<file path="src/rtl/player_link_pkg.sv">
// player_link_pkg: shared types, constants and frame helpers for the framed
// position link (TX framer in player_link, RX parser in player_link_rx).
package player_link_pkg;

  localparam int unsigned FRAME_LEN = 6;
  localparam int unsigned IDX_W     = 3;
  localparam int unsigned SEQ_W     = 6;
  localparam int unsigned POS_W     = 12;
  localparam int unsigned LVL_W     = 2;

  typedef enum logic {
    IDLE,
    SEND
  } tx_state_t;

  typedef enum logic [2:0] {
    HUNT,
    P1,
    P2,
    P3,
    P4,
    CHK
  } rx_state_t;

  // Player position payload carried by one frame.
  typedef struct packed {
    logic [POS_W-1:0] x;
    logic [POS_W-1:0] y;
    logic [LVL_W-1:0] level;
  } pos_t;

  // Frame check byte: XOR of the four payload bytes.
  function automatic logic [7:0] checksum(input logic [7:0] b1,
                                          input logic [7:0] b2,
                                          input logic [7:0] b3,
                                          input logic [7:0] b4);
    return b1 ^ b2 ^ b3 ^ b4;
  endfunction

  // Byte idx (0..5) of the frame carrying position p and sequence number seq.
  function automatic logic [7:0] frame_byte(input logic [IDX_W-1:0] idx,
                                            input logic [7:0]       header,
                                            input pos_t             p,
                                            input logic [SEQ_W-1:0] seq);
    logic [7:0] b1, b2, b3, b4;
    logic [7:0] res;
    b1 = p.x[7:0];
    b2 = {p.y[3:0], p.x[11:8]};
    b3 = p.y[11:4];
    b4 = {p.level, seq};
    case (idx)
      3'd0:    res = header;
      3'd1:    res = b1;
      3'd2:    res = b2;
      3'd3:    res = b3;
      3'd4:    res = b4;
      3'd5:    res = checksum(b1, b2, b3, b4);
      default: res = 8'h00;
    endcase
    return res;
  endfunction

endpackage

</file>
<file path="src/rtl/player_link_rx.sv">
// player_link_rx: parses the incoming byte stream into frames, validates the
// checksum and holds the last good remote position with a link timeout.
//   clk, rst          : clock, synchronous active-low reset
//   rx_data, rx_valid : byte strobe from the UART receiver
//   remote            : last good remote position (registered)
//   remote_valid      : good frame seen within TIMEOUT_CYCLES (registered)
//   frame_err         : saturating count of checksum failures (registered)
module player_link_rx
  import player_link_pkg::*;
#(
  parameter logic [7:0]  HEADER         = 8'hA5,
  parameter int unsigned TIMEOUT_CYCLES = 32'd2_000_000
) (
  input  logic       clk,
  input  logic       rst,
  input  logic [7:0] rx_data,
  input  logic       rx_valid,
  output pos_t       remote,
  output logic       remote_valid,
  output logic [7:0] frame_err
);

  localparam int unsigned TMO_W = $clog2(TIMEOUT_CYCLES + 1);
  localparam logic [TMO_W-1:0] TMO_MAX = TMO_W'(TIMEOUT_CYCLES);

  rx_state_t        state_q, state_d;
  logic [7:0]       p1_q, p2_q, p3_q, p4_q;
  logic [TMO_W-1:0] tmo_q, tmo_d;
  logic             chk_c, good_c, bad_c;

  // State register.
  always_ff @(posedge clk) begin
    if (!rst) state_q <= HUNT;
    else      state_q <= state_d;
  end

  // Next state: only a header byte leaves HUNT; payload bytes are taken blindly.
  always_comb begin
    state_d = state_q;
    if (rx_valid) begin
      case (state_q)
        HUNT:    if (rx_data == HEADER) state_d = P1;
        P1:      state_d = P2;
        P2:      state_d = P3;
        P3:      state_d = P4;
        P4:      state_d = CHK;
        CHK:     state_d = HUNT;
        default: state_d = HUNT;
      endcase
    end
  end

  // Frame verdict strobes and next timeout count.
  always_comb begin
    chk_c  = rx_valid && (state_q == CHK);
    good_c = chk_c && (rx_data == checksum(p1_q, p2_q, p3_q, p4_q));
    bad_c  = chk_c && !good_c;
    tmo_d  = tmo_q;
    if (good_c)                tmo_d = '0;
    else if (tmo_q != TMO_MAX) tmo_d = tmo_q + TMO_W'(1);
  end

  // Payload capture, remote outputs, error counter and timeout counter.
  always_ff @(posedge clk) begin
    if (!rst) begin
      p1_q         <= '0;
      p2_q         <= '0;
      p3_q         <= '0;
      p4_q         <= '0;
      tmo_q        <= '0;
      remote       <= '0;
      remote_valid <= 1'b0;
      frame_err    <= '0;
    end else begin
      if (rx_valid) begin
        case (state_q)
          P1:      p1_q <= rx_data;
          P2:      p2_q <= rx_data;
          P3:      p3_q <= rx_data;
          P4:      p4_q <= rx_data;
          default: ;
        endcase
      end
      tmo_q <= tmo_d;
      if (good_c) begin
        remote.x     <= {p2_q[3:0], p1_q};
        remote.y     <= {p3_q, p2_q[7:4]};
        remote.level <= p4_q[7:6];
        remote_valid <= 1'b1;
      end else if (tmo_d == TMO_MAX) begin
        // Link lost: position holds, only the valid flag drops.
        remote_valid <= 1'b0;
      end
      if (bad_c && (frame_err != 8'hFF)) frame_err <= frame_err + 8'd1;
    end
  end

endmodule

</file>
<file path="src/rtl/player_link.sv">
// player_link: framed, checksummed position link between the game controller
// and the byte-level UART. TX snapshots the local position on request and sends
// a 6-byte frame; RX (player_link_rx) decodes frames from the remote player.
//   clk, rst                        : 100 MHz clock, synchronous active-low reset
//   send_req                        : one-cycle request to send local state
//   x_local, y_local, level_local   : local player state
//   tx_data, tx_valid, tx_ready     : byte stream to the UART transmitter
//   rx_data, rx_valid               : byte strobe from the UART receiver
//   x_remote, y_remote, level_remote: last good remote state
//   remote_valid, frame_err         : link status and checksum error count
module player_link
  import player_link_pkg::*;
#(
  parameter logic [7:0]  HEADER         = 8'hA5,
  parameter int unsigned TIMEOUT_CYCLES = 32'd2_000_000
) (
  input  logic             clk,
  input  logic             rst,
  input  logic             send_req,
  input  logic [POS_W-1:0] x_local,
  input  logic [POS_W-1:0] y_local,
  input  logic [LVL_W-1:0] level_local,
  output logic [7:0]       tx_data,
  output logic             tx_valid,
  input  logic             tx_ready,
  input  logic [7:0]       rx_data,
  input  logic             rx_valid,
  output logic [POS_W-1:0] x_remote,
  output logic [POS_W-1:0] y_remote,
  output logic [LVL_W-1:0] level_remote,
  output logic             remote_valid,
  output logic [7:0]       frame_err
);

  localparam logic [IDX_W-1:0] LAST_IDX = IDX_W'(FRAME_LEN - 1);

  tx_state_t        state_q, state_d;
  logic [IDX_W-1:0] idx_q, idx_d, idx_inc_c;
  logic [SEQ_W-1:0] seq_q, seq_d;
  pos_t             snap_q;
  logic             pending_q, pending_d;
  logic             tx_valid_d;
  logic [7:0]       tx_data_d;
  logic             accept_c, last_c, start_c, chain_c, load_c;
  pos_t             remote;

  // Handshake decode shared by the next-state and output logic.
  always_comb begin
    idx_inc_c = idx_q + IDX_W'(1);
    accept_c  = tx_valid && tx_ready;
    last_c    = (state_q == SEND) && accept_c && (idx_q == LAST_IDX);
    start_c   = (state_q == IDLE) && (send_req || pending_q);
    // A queued (or coincident) request starts the next frame straight after B5.
    chain_c   = last_c && (pending_q || send_req);
  end

  // State register.
  always_ff @(posedge clk) begin
    if (!rst) state_q <= IDLE;
    else      state_q <= state_d;
  end

  // Next state.
  always_comb begin
    state_d = state_q;
    case (state_q)
      IDLE:    if (start_c) state_d = SEND;
      SEND:    if (last_c && !chain_c) state_d = IDLE;
      default: state_d = IDLE;
    endcase
  end

  // Next values of the registered TX outputs and datapath.
  always_comb begin
    idx_d      = idx_q;
    seq_d      = seq_q;
    pending_d  = pending_q;
    load_c     = 1'b0;
    tx_valid_d = tx_valid;
    tx_data_d  = tx_data;
    case (state_q)
      IDLE: begin
        tx_valid_d = 1'b0;
        tx_data_d  = 8'h00;
        if (start_c) begin
          load_c     = 1'b1;
          idx_d      = '0;
          pending_d  = 1'b0;
          tx_valid_d = 1'b1;
          tx_data_d  = HEADER;
        end
      end
      SEND: begin
        if (last_c) begin
          seq_d     = seq_q + SEQ_W'(1);
          pending_d = 1'b0;
          if (chain_c) begin
            load_c     = 1'b1;
            idx_d      = '0;
            tx_valid_d = 1'b1;
            tx_data_d  = HEADER;
          end else begin
            tx_valid_d = 1'b0;
            tx_data_d  = 8'h00;
          end
        end else begin
          // One-deep queue: a request while the flag is set is dropped.
          if (send_req) pending_d = 1'b1;
          if (accept_c) begin
            idx_d     = idx_inc_c;
            tx_data_d = frame_byte(idx_inc_c, HEADER, snap_q, seq_q);
          end
        end
      end
      default: begin
        tx_valid_d = 1'b0;
        tx_data_d  = 8'h00;
      end
    endcase
  end

  // TX datapath and output registers.
  always_ff @(posedge clk) begin
    if (!rst) begin
      idx_q     <= '0;
      seq_q     <= '0;
      pending_q <= 1'b0;
      snap_q    <= '0;
      tx_valid  <= 1'b0;
      tx_data   <= 8'h00;
    end else begin
      idx_q     <= idx_d;
      seq_q     <= seq_d;
      pending_q <= pending_d;
      tx_valid  <= tx_valid_d;
      tx_data   <= tx_data_d;
      if (load_c) begin
        snap_q.x     <= x_local;
        snap_q.y     <= y_local;
        snap_q.level <= level_local;
      end
    end
  end

  player_link_rx #(
    .HEADER         (HEADER),
    .TIMEOUT_CYCLES (TIMEOUT_CYCLES)
  ) u_rx (
    .clk          (clk),
    .rst          (rst),
    .rx_data      (rx_data),
    .rx_valid     (rx_valid),
    .remote       (remote),
    .remote_valid (remote_valid),
    .frame_err    (frame_err)
  );

  assign x_remote     = remote.x;
  assign y_remote     = remote.y;
  assign level_remote = remote.level;

endmodule

</file>
<file path="config.mk">
export PLATFORM = sky130hd
export DESIGN_NAME = player_link
export DESIGN_NICKNAME = d
export VERILOG_FILES = /design/src/rtl/player_link_pkg.sv /design/src/rtl/player_link_rx.sv /design/src/rtl/player_link.sv
export SDC_FILE = /design/constraint.sdc
export NUM_CORES = 1
export LEC_CHECK = 0
export BUFFER_PORTS_ARGS = -buffer_cell sky130_fd_sc_hd__buf_2
export CAP_MARGIN = 30
export CORE_ASPECT_RATIO = 0.7
export CORE_MARGIN = 3
export CORE_UTILIZATION = 55
export CTS_BUF_LIST = sky130_fd_sc_hd__clkbuf_4
export CTS_CLUSTER_DIAMETER = 80
export DETAILED_ROUTE_END_ITERATION = 12
export PLACE_DENSITY = 0.76
export SYNTH_ARGS = -nofsm -noshare
export SYNTH_HDL_FRONTEND = slang
export SYNTH_SLANG_ARGS = --single-unit
export TNS_END_PERCENT = 20
</file>
<file path="constraint.sdc">
create_clock -name clk -period 5 [get_ports clk]
set_input_delay 0.25 -clock clk [delete_from_list [all_inputs] [get_ports clk]]
set_output_delay 0.25 -clock clk [all_outputs]
set_load 0.05 [all_outputs]
</file>
# After elaboration in Yosys (flattened, before gate mapping)
# Cells that the tools add are included.
# word_totals
register_bits,137
input_bits,39
output_inout_bits,44
word_cells,106
# op_classes
addsub,4
eq_ne,22
muxes,29
bitwise_logic,7
n_reduce_logical,24
# op_table
operator,count
8-bit case mux with 6 select lines,1
8-bit bitwise XOR,6
21-bit two-way mux,2
8-bit two-way mux,4
21-bit by 1-bit adder with 21-bit output (second input constant),1
21-bit == test (second input constant),1
21-bit inequality test (second input constant),1
8-bit case mux with 2 select lines,1
3-bit == test (second input constant),5
3-bit two-way mux,5
3-bit case mux with 5 select lines,1
2-bit AND reduction,7
3-bit by 2-bit == test with 1-bit output (second input constant),4
1-bit logical AND,10
1-bit two-way mux,10
8-bit by 1-bit adder with 8-bit output (second input constant),1
8-bit == test,1
8-bit == test (second input constant),1
8-bit inequality test (second input constant),1
1-bit case mux with 2 select lines,4
6-bit by 1-bit adder with 6-bit output (second input constant),1
3-bit by 1-bit == test with 1-bit output (second input constant),2
3-bit logical NOT,2
3-bit by 2-bit inequality test with 1-bit output (second input constant),2
other kinds (10),12

# Longest topological paths before layout
# Gate-level depths: netlist of the first run.
# depth
word_depth,9
mapped_depth,9
depth_no_buf,8

# Modules after synthesis
# From an unflattened synthesis of the first run, not the netlist that was laid out.
# unflattened
cells_unflattened,802
hier_area_um2,6860.3
# by_module_without_submodules
mod,n_inst,cells_per_inst,area_each_um2,seq_area_each_um2
player_link_rx,1,531,4453.0,1821.7
player_link,1,271,2407.3,920.9

# Least setup slack after synthesis of the first run
# No wires, ideal clock.
# synth_timing
kind,reg-to-reg
startpoint,reg u_rx.tmo_q[1]
endpoint,reg u_rx.remote_valid
t_arrival_ps,1962
t_required_ps,4870
path_slack_ps,2908
path_stages_with_launch,8
period_less_slack_ps,2092
path_cell_list,dfxtp_1 > ha_1 > nand4_1 > nor3_1 > and4_1 > o211ai_1 > nor4_2 > o22ai_1
# synth_via
elab_chain_cells,5
elab_cells_between_ends,6
# synth_rtl
element,line,rtl
from (decl),player_link_rx.sv:28,"logic [TMO_W-1:0] tmo_q, tmo_d;"
from (signal assigned),player_link_rx.sv:84,tmo_q <= tmo_d;
21-bit by 1-bit adder with 21-bit output or 21-bit inequality test (tied branches),player_link_rx.sv:60,else if (tmo_q != TMO_MAX) tmo_d = tmo_q + TMO_W'(1);
21-bit two-way mux *,player_link_rx.sv:60,
21-bit two-way mux *,player_link_rx.sv:59,if (good_c) tmo_d = '0;
21-bit == test *,player_link_rx.sv:90,end else if (tmo_d == TMO_MAX) begin
2-bit nonzero test (no source line) *,--,
to (signal assigned),player_link_rx.sv:72,remote_valid <= 1'b0;
to (signal assigned),player_link_rx.sv:89,remote_valid <= 1'b1;
to (signal assigned),player_link_rx.sv:92,remote_valid <= 1'b0;
to (decl),player_link_rx.sv:19,"output logic remote_valid,"
# Every way passes the cells marked *; elsewhere a longest branch is shown, timed or not.
# A chain may end at the register's enable or synchronous reset.

# Final worst setup path of the first run
# Same ends and word-level chain as after synthesis.

==> impl_metrics.env, run 1 <==
export IMPL_status="complete, no violations"
export IMPL_yosys_warnings=0
export IMPL_route_antenna_remaining_nets=0
export IMPL_rows=32
export IMPL_async_flop_share_pct=0
export IMPL_final_hold_viol_count=0
export IMPL_die_h_um=97.0
export IMPL_numCtsBuffers=17
export IMPL_grt_busiest_layer="met2"
export IMPL_coreArea_um2=11300
export IMPL_finalSetupViolCount=0
export IMPL_grtUsageMet3_pct=5.72
export IMPL_crit_end="u_rx.remote_valid"
export IMPL_wl_per_cell_um=16.3
export IMPL_initial_core_util_pct=57.6
export IMPL_r2r_start="u_rx.tmo_q[1]"
export IMPL_portBuffers=82
export IMPL_hp_class="primary input to register"
export IMPL_post_synth_top_area_cell="dfxtp_1"
export IMPL_final_cell_mix="139 x nand2_1, 137 x dfxtp_1, 83 x buf_2, 67 x a21oi_1, 65 x nor2_1"
export IMPL_yosysTopAreaCellShare_pct=42.2
export IMPL_r2r_setup_slack_ns=2.16
export IMPL_worstSetupPathDepth=7
export IMPL_post_cts_setup_buffer_count=0
export IMPL_synth_cells=767
export IMPL_cp_data_arrival_time_ns=3.22
export IMPL_critPathLaunch="u_rx.tmo_q[1]"
export IMPL_clock_sinks=137
export IMPL_timing_final_crit_share_pct=56.8
export IMPL_grt_max_degree=72
export IMPL_synth_distinct_cells=61
export IMPL_synth_area_um2=6500
export IMPL_root_buffer="clkbuf_4"
export IMPL_cp_required_ns=5.38
export IMPL_start_kind="register"
export IMPL_grt_usage_pct=25.8
export IMPL_routed_via_count=6006
export IMPL_critPathKind="register to register"
export IMPL_peakVddDrop_mv=0.173
export IMPL_final_cells=1033
export IMPL_ys_seq_area_share_pct=42.2
export IMPL_h_tree_depth=4
export IMPL_r2r_cells=7
export IMPL_boundaryPins=83
export IMPL_p_sw_share_pct=25.9
export IMPL_dp_cells=962
export IMPL_final_common_cell="nand2_1"
export IMPL_layout_drive_gt1_share_pct=14.9
export IMPL_clock_latency_ns=0.54
export IMPL_combPwrFrac_pct=9.3
export IMPL_antenna_found_initial=0
export IMPL_place_congestion=0.871
export IMPL_grt_setup_unrepaired="no"
export IMPL_synth_area_leaders="dfxtp_1 42%, nand2_1 8.0%, xnor2_1 5.5%"
export IMPL_switchingPower_uw=542
export IMPL_route_detailed_drc=0
export IMPL_area_delta_synth_final_pct=17.2
export IMPL_end_kind="register"
export IMPL_die_w_um=136
export IMPL_worst_pin_slew_ns=0.949
export IMPL_crit_path_max_incr_delay_ns=0.77
export IMPL_path_buf_inv=0
export IMPL_overflow=0
export IMPL_final_area_um2=7620
export IMPL_synth_area_per_cell_um2=8.48
export IMPL_path_cells="ha_1 -> nand4_1 -> nor3_1 -> and4_1 -> o211ai_1 -> nor4_2 -> o22ai_1"
export IMPL_clock_skew_final_ns=0.0189
export IMPL_p_leak_nw=2.86
export IMPL_p_int_mw=1.55
export IMPL_grt_first_pass_wirelength_mm=27.6
export IMPL_fmax_mhz=352
export IMPL_critical_path_top_delay_family="simple AND/OR/NAND/NOR gates"
export IMPL_fin_ws_ns=2.16
export IMPL_ys_flop_type="dfxtp_1"
export IMPL_layout_nets=915
export IMPL_grt_pass1_vias=5582
export IMPL_viasPerCell=5.81
export IMPL_crit_path_top_delay_cell="nor3_1"
export IMPL_dr_pass1_iters=6
export IMPL_maxCapViolCount=0
export IMPL_r2r_end="u_rx.remote_valid"
export IMPL_ctsResizeCount=0
export IMPL_final_max_slew_viol_count=0
export IMPL_gr_usage_met1_pct=36.8
export IMPL_cts_path_max_buffers=2
export IMPL_fin_crit_ns=2.84
export IMPL_synth_nets=815
export IMPL_path_clk_slew_ns=0.12
export IMPL_seqPwrFrac_pct=54.1
export IMPL_postLayoutCoreUtil_pct=67.5
export IMPL_max_slew_margin_pct=36.8
export IMPL_use_met2_pct=39.3
export IMPL_pre_cts_ws_ns=2.15
export IMPL_die_area_um2=13200
export IMPL_hold_buffers=35
export IMPL_yosys_register_bits=137
export IMPL_clockPowerShare_pct=36.5
export IMPL_placed_area_um2=6940
export IMPL_diodes=0
export IMPL_place_hpwl_mm=11.3
export IMPL_synth_edf_count=0
export IMPL_first_iter_violations=654
export IMPL_drt_total_wl_mm=16.9
export IMPL_fin_setup_tns_ns=0
export IMPL_crit_fanout=9
export IMPL_power_per_cell_area_nw_per_um2=275
export IMPL_cts_tree="built"
stage by stage:
step	hold WS (ns)	power (mW)
2_1_floorplan	0.386	1.27
6_report	0.0659	2.09
3_5_place_dp	0.448	1.32
3_3_place_gp	0.444	1.32
5_1_grt	0.0734	2.17
4_1_cts	0.0377	2.10
cell usage after synthesis, types with 6 or more instances:
cell type,instances
dfxtp_1,137
mux2i_1,23
a221oi_1,7
xnor3_1,11
buf_2,8
xor2_1,18
a211oi_1,6
nand3_1,40
nand2b_1,9
xnor2_1,41
a22oi_1,8
or3_1,6
ha_1,9
nand2_1,139
nor3_1,11
o21ai_1,27
inv_1,11
nor2_1,65
o21ai_0,6
clkbuf_1,28
a21oi_1,68
nand4_1,15
nor4_1,6
cells by family (layout without fill, tap and decap cells):
family          after synthesis  after routing  synth area share (%)
compound gates              153            153                  14.2
xor+xnor                     70             70                  11.8
fa+ha+maj                     9              9                  1.73
buf+inv                      58            171                  3.93
flops                       137            137                  42.2
mux                          24             24                  3.71
simple gates                316            316                  22.4
worst min-delay path, delay by kind of cell:
family / cells / cell delay [ns]
simple gates: 2 / 0.21
buf+inv: 1 / 0.09
cell type report:
cell class	instances	area, µm²
clock buffer	19	143
clock inverter	13	154
fill	925	3670
inverter	13	48.8
multi-input combinational	572	3510
sequential	137	2740
tap	153	191
timing repair buffer	126	831
state kept, by name, summed over array words and instances (netlist names), 3 cells and up:
name and cells:
u_rx.state_q 3, u_rx.p2_q 8, u_rx.p1_q 8, u_rx.p3_q 8, tx_data 8, seq_q 6
u_rx.frame_err 8, u_rx.tmo_q 21, u_rx.remote 26, snap_q 26, u_rx.p4_q 8, idx_q 3
routing by layer:
metal,routed length (µm),share of wire (%),vias to the layer above
met2,7670,45,314
met3,1460,8.7,27
li1,-,-,2863
met4,224,1.3,0
met5,0,0,-
met1,7520,45,2802
power groups by stage:
stage	sequential, mW	clock, mW	combinational [mW]
floorplan	1.16	0	0.107
global placement	1.15	0	0.161
detailed placement	1.16	0	0.168
CTS	1.13	0.773	0.191
global route	1.14	0.827	0.209
finish	1.13	0.765	0.195
worst min path at each step:
stage	cells after the start	startpoint	to	slack [ns]
2_1_floorplan	2	x_local[0]	snap_q[14]	0.39
3_3_place_gp	2	u_rx.remote[21]	u_rx.remote[21]	0.44
3_5_place_dp	2	u_rx.remote[21]	u_rx.remote[21]	0.45
4_1_cts	3	send_req	pending_q	0.04
5_1_grt	3	send_req	pending_q	0.07
6_report	3	send_req	pending_q	0.07
(Power assumes the default switching activity.)
==> inputs of run 2 (changes only) <==
--- a/config.mk
+++ b/config.mk
@@ -9,11 +9,11 @@
 export CAP_MARGIN = 30
 export CORE_ASPECT_RATIO = 0.7
 export CORE_MARGIN = 3
-export CORE_UTILIZATION = 55
+export CORE_UTILIZATION = 54
 export CTS_BUF_LIST = sky130_fd_sc_hd__clkbuf_4
 export CTS_CLUSTER_DIAMETER = 80
 export DETAILED_ROUTE_END_ITERATION = 12
-export PLACE_DENSITY = 0.76
+export PLACE_DENSITY = 0.78
 export SYNTH_ARGS = -nofsm -noshare
 export SYNTH_HDL_FRONTEND = slang
 export SYNTH_SLANG_ARGS = --single-unit
==> constraint.sdc (replaced) <==
create_clock -name clk -period 2.3 [get_ports clk]
set_input_delay 0.115 -clock clk [delete_from_list [all_inputs] [get_ports clk]]
set_output_delay 0.115 -clock clk [all_outputs]
set_load 0.05 [all_outputs]
==> run 2 against run 1 <==
Worst setup slack worse by 2.1 ns. Die area rose by 1.8%. Global-route usage decreased by 0.51 points. Worst hold slack improved by 0.025 ns. Sequential share of layout area down 1.3 points. Final cell count up 2.1%. Cell area rose by 4.0%. Clock-buffer cell count is 1 lower. Critical endpoint is now u_rx.tmo_q[13].
==> impl_metrics.env, run 2 (same netlist as run 1, synthesis figures left out) <==
export IMPL_worstSetupPathDepth=7
export IMPL_cp_data_arrival_time_ns=2.62
export IMPL_r2r_cells=7
export IMPL_critical_path_top_delay_family="simple AND/OR/NAND/NOR gates"
export IMPL_final_cell_mix="139 x nand2_1, 134 x dfxtp_1, 82 x buf_2, 66 x a21oi_1, 65 x nor2_1"
export IMPL_place_hpwl_mm=11.8
export IMPL_path_clk_slew_ns=0.12
export IMPL_root_buffer="clkbuf_4"
export IMPL_die_area_um2=13400
export IMPL_route_detailed_drc=0
export IMPL_overflow=0
export IMPL_rows=32
export IMPL_initial_core_util_pct=57.2
export IMPL_final_area_um2=7930
export IMPL_reg_top3="snap_q (26), u_rx.remote (26), u_rx.tmo_q (21)"
export IMPL_final_max_slew_viol_count=0
export IMPL_cts_tree="built"
export IMPL_dr_pass1_iters=5
export IMPL_grt_setup_unrepaired="yes"
export IMPL_maxCapViolCount=0
export IMPL_hp_class="primary input to register"
export IMPL_r2r_start="u_rx.p1_q[0]"
export IMPL_fmax_mhz=452
export IMPL_viasPerCell=5.75
export IMPL_worst_pin_slew_ns=0.724
export IMPL_final_hold_viol_count=0
export IMPL_first_iter_violations=459
export IMPL_path_buf_inv=1
export IMPL_crit_end="u_rx.tmo_q[13]"
export IMPL_clock_latency_ns=0.53
export IMPL_max_slew_margin_pct=51.7
export IMPL_crit_path_max_incr_delay_ns=0.50
export IMPL_boundaryPins=83
export IMPL_cp_required_ns=2.71
export IMPL_final_common_cell="nand2_1"
export IMPL_finalSetupViolCount=0
export IMPL_fin_crit_ns=2.21
export IMPL_portBuffers=82
export IMPL_layout_nets=937
export IMPL_antenna_found_initial=0
export IMPL_grt_first_pass_wirelength_mm=27.5
export IMPL_p_leak_nw=3.02
export IMPL_final_cells=1055
export IMPL_r2r_setup_slack_ns=0.09
export IMPL_drt_total_wl_mm=16.9
export IMPL_diodes=0
export IMPL_placed_area_um2=7130
export IMPL_peakVddDrop_mv=0.583
export IMPL_route_antenna_remaining_nets=0
export IMPL_numCtsBuffers=17
export IMPL_h_tree_depth=4
export IMPL_timing_final_crit_share_pct=96.2
export IMPL_grt_usage_pct=25.3
export IMPL_clock_skew_final_ns=0.0272
export IMPL_r2r_end="u_rx.tmo_q[13]"
export IMPL_crit_path_top_delay_cell="or3_2"
export IMPL_start_kind="register"
export IMPL_wl_per_cell_um=16.0
export IMPL_area_delta_synth_final_pct=21.9
export IMPL_power_per_cell_area_nw_per_um2=628
export IMPL_die_h_um=97.8
export IMPL_end_kind="register"
export IMPL_dp_cells=986
export IMPL_path_cells="xnor3_1 -> xnor2_1 -> nand4_1 -> or3_2 -> buf_4 -> nand2_8 -> nor2_1"
export IMPL_clock_sinks=137
export IMPL_critPathKind="register to register"
export IMPL_critPathLaunch="u_rx.p1_q[0]"
export IMPL_cts_path_max_buffers=2
export IMPL_coreArea_um2=11400
export IMPL_status="complete, no violations"
export IMPL_layout_drive_gt1_share_pct=17.5
export IMPL_routed_via_count=6062
export IMPL_die_w_um=137
export IMPL_grt_max_degree=71
export IMPL_grt_pass1_vias=5691
export IMPL_crit_fanout=19
export IMPL_place_congestion=0.879
## run 2: worst min path at each step
stage	end	slack (ns)	startpoint	cells past startpoint
floorplan	snap_q[14]	0.25	x_local[0]	2
global placement	snap_q[22]	0.36	x_local[8]	3
detailed placement	snap_q[11]	0.36	y_local[9]	3
CTS	u_rx.p4_q[6]	0.05	rst	3
global route	u_rx.p4_q[6]	0.05	rst	3
finish	tx_data[2]	0.09	rst	3
## run 2: final cells by class
| class | count | area, µm² |
|---|---|---|
| clock buffers | 18 | 135 |
| multi-input cells | 572 | 3540 |
| clock inverters | 14 | 251 |
| flip-flops and latches | 137 | 2750 |
| inverters | 13 | 48.8 |
| fillers | 905 | 3450 |
| well taps | 153 | 191 |
| repair buffers | 148 | 1020 |
## run 2: through the flow
stage	hold slack (ns)	setup slack, ns	TNS [ns]	total power, mW	utilization [%]
3_5_place_dp	0.360	0.0541	0	2.89	62.7
5_1_grt	0.0521	-0.0655	-0.0655	5.16	69.7
2_1_floorplan	0.251	0.208	0	2.76	-
6_report	0.0906	0.0874	0	4.97	69.7
4_1_cts	0.0490	0.0377	0	4.98	69.3
3_3_place_gp	0.356	0.103	0	2.87	62.7
## run 2: metal layers
layer	GRT usage (%)	wire length (µm)
met1	35.6	7840
met2	38.3	7550
met3	6.39	1190
met4	7.98	289
met5	0	0
## run 2: worst register-to-register path, cell delays in order, from the launching register on
cell     delay (ns)
dfxtp_1        0.38
xnor3_1        0.42
xnor2_1        0.18
nand4_1        0.19
or3_2          0.50
buf_4          0.22
nand2_8        0.15
nor2_1         0.07
## run 2: timing repair
| action | 4_1_cts | 5_1_grt |
|---|---|---|
| endpoints found under the setup margin | 0 | 71 |
| endpoints found under the hold margin | 61 | 0 |
| resized for setup | 0 | 10 |
| buffers inserted | 0 | 1 |
| hold buffers | 36 | 0 |
## run 2: power by group
group          total (mW)  internal, mW  switching (mW)
Clock                2.08          1.19           0.882
Combinational       0.434         0.194           0.241
Sequential           2.46          2.42          0.0479
==> inputs of run 3 (changes only) <==
--- a/config.mk
+++ b/config.mk
@@ -13,7 +13,7 @@
 export CTS_BUF_LIST = sky130_fd_sc_hd__clkbuf_4
 export CTS_CLUSTER_DIAMETER = 80
 export DETAILED_ROUTE_END_ITERATION = 12
-export PLACE_DENSITY = 0.78
+export PLACE_DENSITY = 0.79
 export SYNTH_ARGS = -nofsm -noshare
 export SYNTH_HDL_FRONTEND = slang
 export SYNTH_SLANG_ARGS = --single-unit
==> constraint.sdc (replaced) <==
create_clock -name clk -period 1.8 [get_ports clk]
set_input_delay 0.09 -clock clk [delete_from_list [all_inputs] [get_ports clk]]
set_output_delay 0.09 -clock clk [all_outputs]
set_load 0.05 [all_outputs]
==> run 3 against run 2 <==
The flow now finishes with violations (setup timing). Total power grew 26%. Die area stayed put. Sequential share of layout area fell by 4.1 points. Critical path type unchanged. Critical endpoint is now u_rx.remote_valid. Largest power group unchanged.
==> impl_metrics.env, run 3 (same netlist as run 1, synthesis figures left out) <==
export IMPL_placed_area_um2=7940
export IMPL_final_area_um2=9100
export IMPL_path_buf_inv=0
export IMPL_maxCapViolCount=0
export IMPL_n_fill_cell=656
export IMPL_initial_core_util_pct=57.2
export IMPL_crit_path_top_delay_cell="or4_4"
export IMPL_first_iter_violations=894
export IMPL_use_met2_pct=49.2
export IMPL_crit_path_max_incr_delay_ns=0.51
export IMPL_grt_first_pass_wirelength_mm=32.4
export IMPL_cp_required_ns=2.24
export IMPL_coreArea_um2=11400
export IMPL_cts_path_max_buffers=2
export IMPL_antenna_found_initial=0
export IMPL_fin_ws_ns=-0.329
export IMPL_place_congestion=0.944
export IMPL_viasPerCell=6.09
export IMPL_critical_path_top_delay_family="simple AND/OR/NAND/NOR gates"
export IMPL_grt_max_degree=71
export IMPL_wl_per_cell_um=19.5
export IMPL_switchingPower_mw=1.63
export IMPL_portBuffers=82
export IMPL_dr_pass1_iters=6
export IMPL_path_cells="nand3_2 -> or4_4 -> a211oi_2 -> o2111ai_2 -> nor4_4 -> o22ai_1"
export IMPL_p_leak_nw=3.61
export IMPL_power_per_cell_area_nw_per_um2=688
export IMPL_place_hpwl_mm=13.1
export IMPL_r2r_setup_slack_ns=-0.33
export IMPL_r2r_cells=6
export IMPL_worst_pin_slew_ns=0.897
export IMPL_h_tree_depth=4
export IMPL_grt_busiest_layer="met2"
export IMPL_final_max_slew_viol_count=0
export IMPL_diodes=0
export IMPL_end_kind="register"
export IMPL_peakVddDrop_mv=0.459
export IMPL_drt_total_wl_mm=22.6
export IMPL_path_clk_slew_ns=0.13
export IMPL_numCtsBuffers=17
export IMPL_grt_usage_pct=30.0
export IMPL_final_common_cell="nand2_1"
export IMPL_die_w_um=137
export IMPL_violations="setup timing"
export IMPL_fmax_mhz=470
export IMPL_route_antenna_remaining_nets=0
export IMPL_r2r_start="u_rx.tmo_q[0]"
export IMPL_layout_drive_gt1_share_pct=32.6
export IMPL_postLayoutCoreUtil_pct=80.0
export IMPL_grt_setup_unrepaired="yes"
export IMPL_critPathLaunch="u_rx.tmo_q[0]"
export IMPL_boundaryPins=83
export IMPL_root_buffer="clkbuf_4"
export IMPL_die_h_um=97.8
export IMPL_final_hold_viol_count=0
export IMPL_clockPowerShare_pct=38.8
export IMPL_timing_final_crit_share_pct=118
export IMPL_hp_class="primary input to register"
export IMPL_area_delta_synth_final_pct=40.0
export IMPL_grtUsageMet3_pct=7.72
export IMPL_critPathKind="register to register"
export IMPL_crit_end="u_rx.remote_valid"
export IMPL_p_sw_share_pct=26.0
export IMPL_gr_usage_met1_pct=38.6
export IMPL_clock_latency_ns=0.57
export IMPL_r2r_end="u_rx.remote_valid"
export IMPL_worstSetupPathDepth=6
export IMPL_p_int_mw=4.63
export IMPL_status="finished with violations"
export IMPL_max_slew_margin_pct=40.2
export IMPL_clock_skew_final_ns=0.0152
export IMPL_fin_crit_ns=2.13
export IMPL_start_kind="register"
export IMPL_final_cell_mix="137 x nand2_1, 121 x buf_4, 120 x dfxtp_1, 82 x buf_2, 65 x a21oi_1"
export IMPL_route_detailed_drc=0
export IMPL_combPwrFrac_pct=10.9
export IMPL_reg_top3="snap_q (26), u_rx.remote (26), u_rx.tmo_q (21)"
export IMPL_rows=32
export IMPL_overflow=0
export IMPL_grt_pass1_vias=6643
export IMPL_cp_data_arrival_time_ns=2.57
export IMPL_layout_nets=1040
export IMPL_die_area_um2=13400
export IMPL_crit_fanout=4
export IMPL_seqPwrFrac_pct=50.3
export IMPL_finalSetupViolCount=62
export IMPL_routed_via_count=7051
export IMPL_clock_sinks=137
export IMPL_cts_tree="built"
==> run 3: cell types whose count changed in the layout (fill, tap and decap cells not counted), sizes merged <==
cell | previous run | this run
inv | 13 | 14
clkinv | 6 | 7
buf | 112 | 211
bufinv | 7 | 5
dlygate4sd3 | 36 | 38
nand2 | 140 | 142
==> run 3: worst min-delay path by stage <==
stage	depth (start not counted)	slack, ns	start	to
final	4	0.29	y_local[8]	snap_q[10]
after detailed placement	3	0.34	x_local[9]	snap_q[23]
after floorplan	2	0.23	x_local[0]	snap_q[14]
after global placement	3	0.33	x_local[11]	snap_q[25]
after CTS	4	0.28	y_local[8]	snap_q[10]
after global routing	4	0.28	y_local[8]	snap_q[10]
==> run 3: through the flow <==
stage          hold slack (ns)  std cells  setup TNS (ns)  worst slack (ns)  total power, mW
3_5_place_dp             0.337       1082          -21.55            -0.404             3.76
3_3_place_gp             0.329       1082          -14.56            -0.289             3.73
6_report                 0.285       1158          -11.25            -0.329             6.26
4_1_cts                  0.278       1152          -10.62            -0.260             6.19
2_1_floorplan            0.226        767           -4.41            -0.115             3.54
5_1_grt                  0.276       1158          -16.01            -0.401             6.44
==> run 3: tightest hold or removal path: stages <==
cell and delay [ns]:
dlygate4sd3_1 0.52, buf_2 0.11, nand2_1 0.05, a21oi_1 0.05
==> run 3: area by class of cell <==
cell class	count	area, µm²	share of cell area, %
well taps	153	191	2.10
flip-flops and latches	137	2780	30.5
repair buffers	249	1840	20.2
multi-input cells	574	3910	42.9
clock buffers	18	135	1.49
clock inverters	14	203	2.23
inverters	13	48.8	0.536
==> run 3: metal layers <==
layer	up-vias	part of all wire, %	routed length (µm)
met4	0	4.2	953
met3	120	9.7	2200
li1	3112	-	-
met1	3353	38	8680
met5	-	0	0
met2	466	48	10800
==> run 3: timing repair <==
action | in CTS | in global routing
resized for setup | 24 | 65
hold buffers | 38 | 0
pin swaps | 14 | 26
setup buffers | 0 | 4
setup endpoints to repair | 95 | 96
gates cloned | 0 | 2
endpoints found under the hold margin | 67 | 0
==> run 3: power groups by stage <==
stage / Clock (mW) / Combinational, mW / Sequential (mW)
global placement: 0 / 0.524 / 3.21
CTS: 2.43 / 0.620 / 3.15
finish: 2.43 / 0.680 / 3.15
global route: 2.57 / 0.722 / 3.15
detailed placement: 0 / 0.544 / 3.21
floorplan: 0 / 0.305 / 3.24
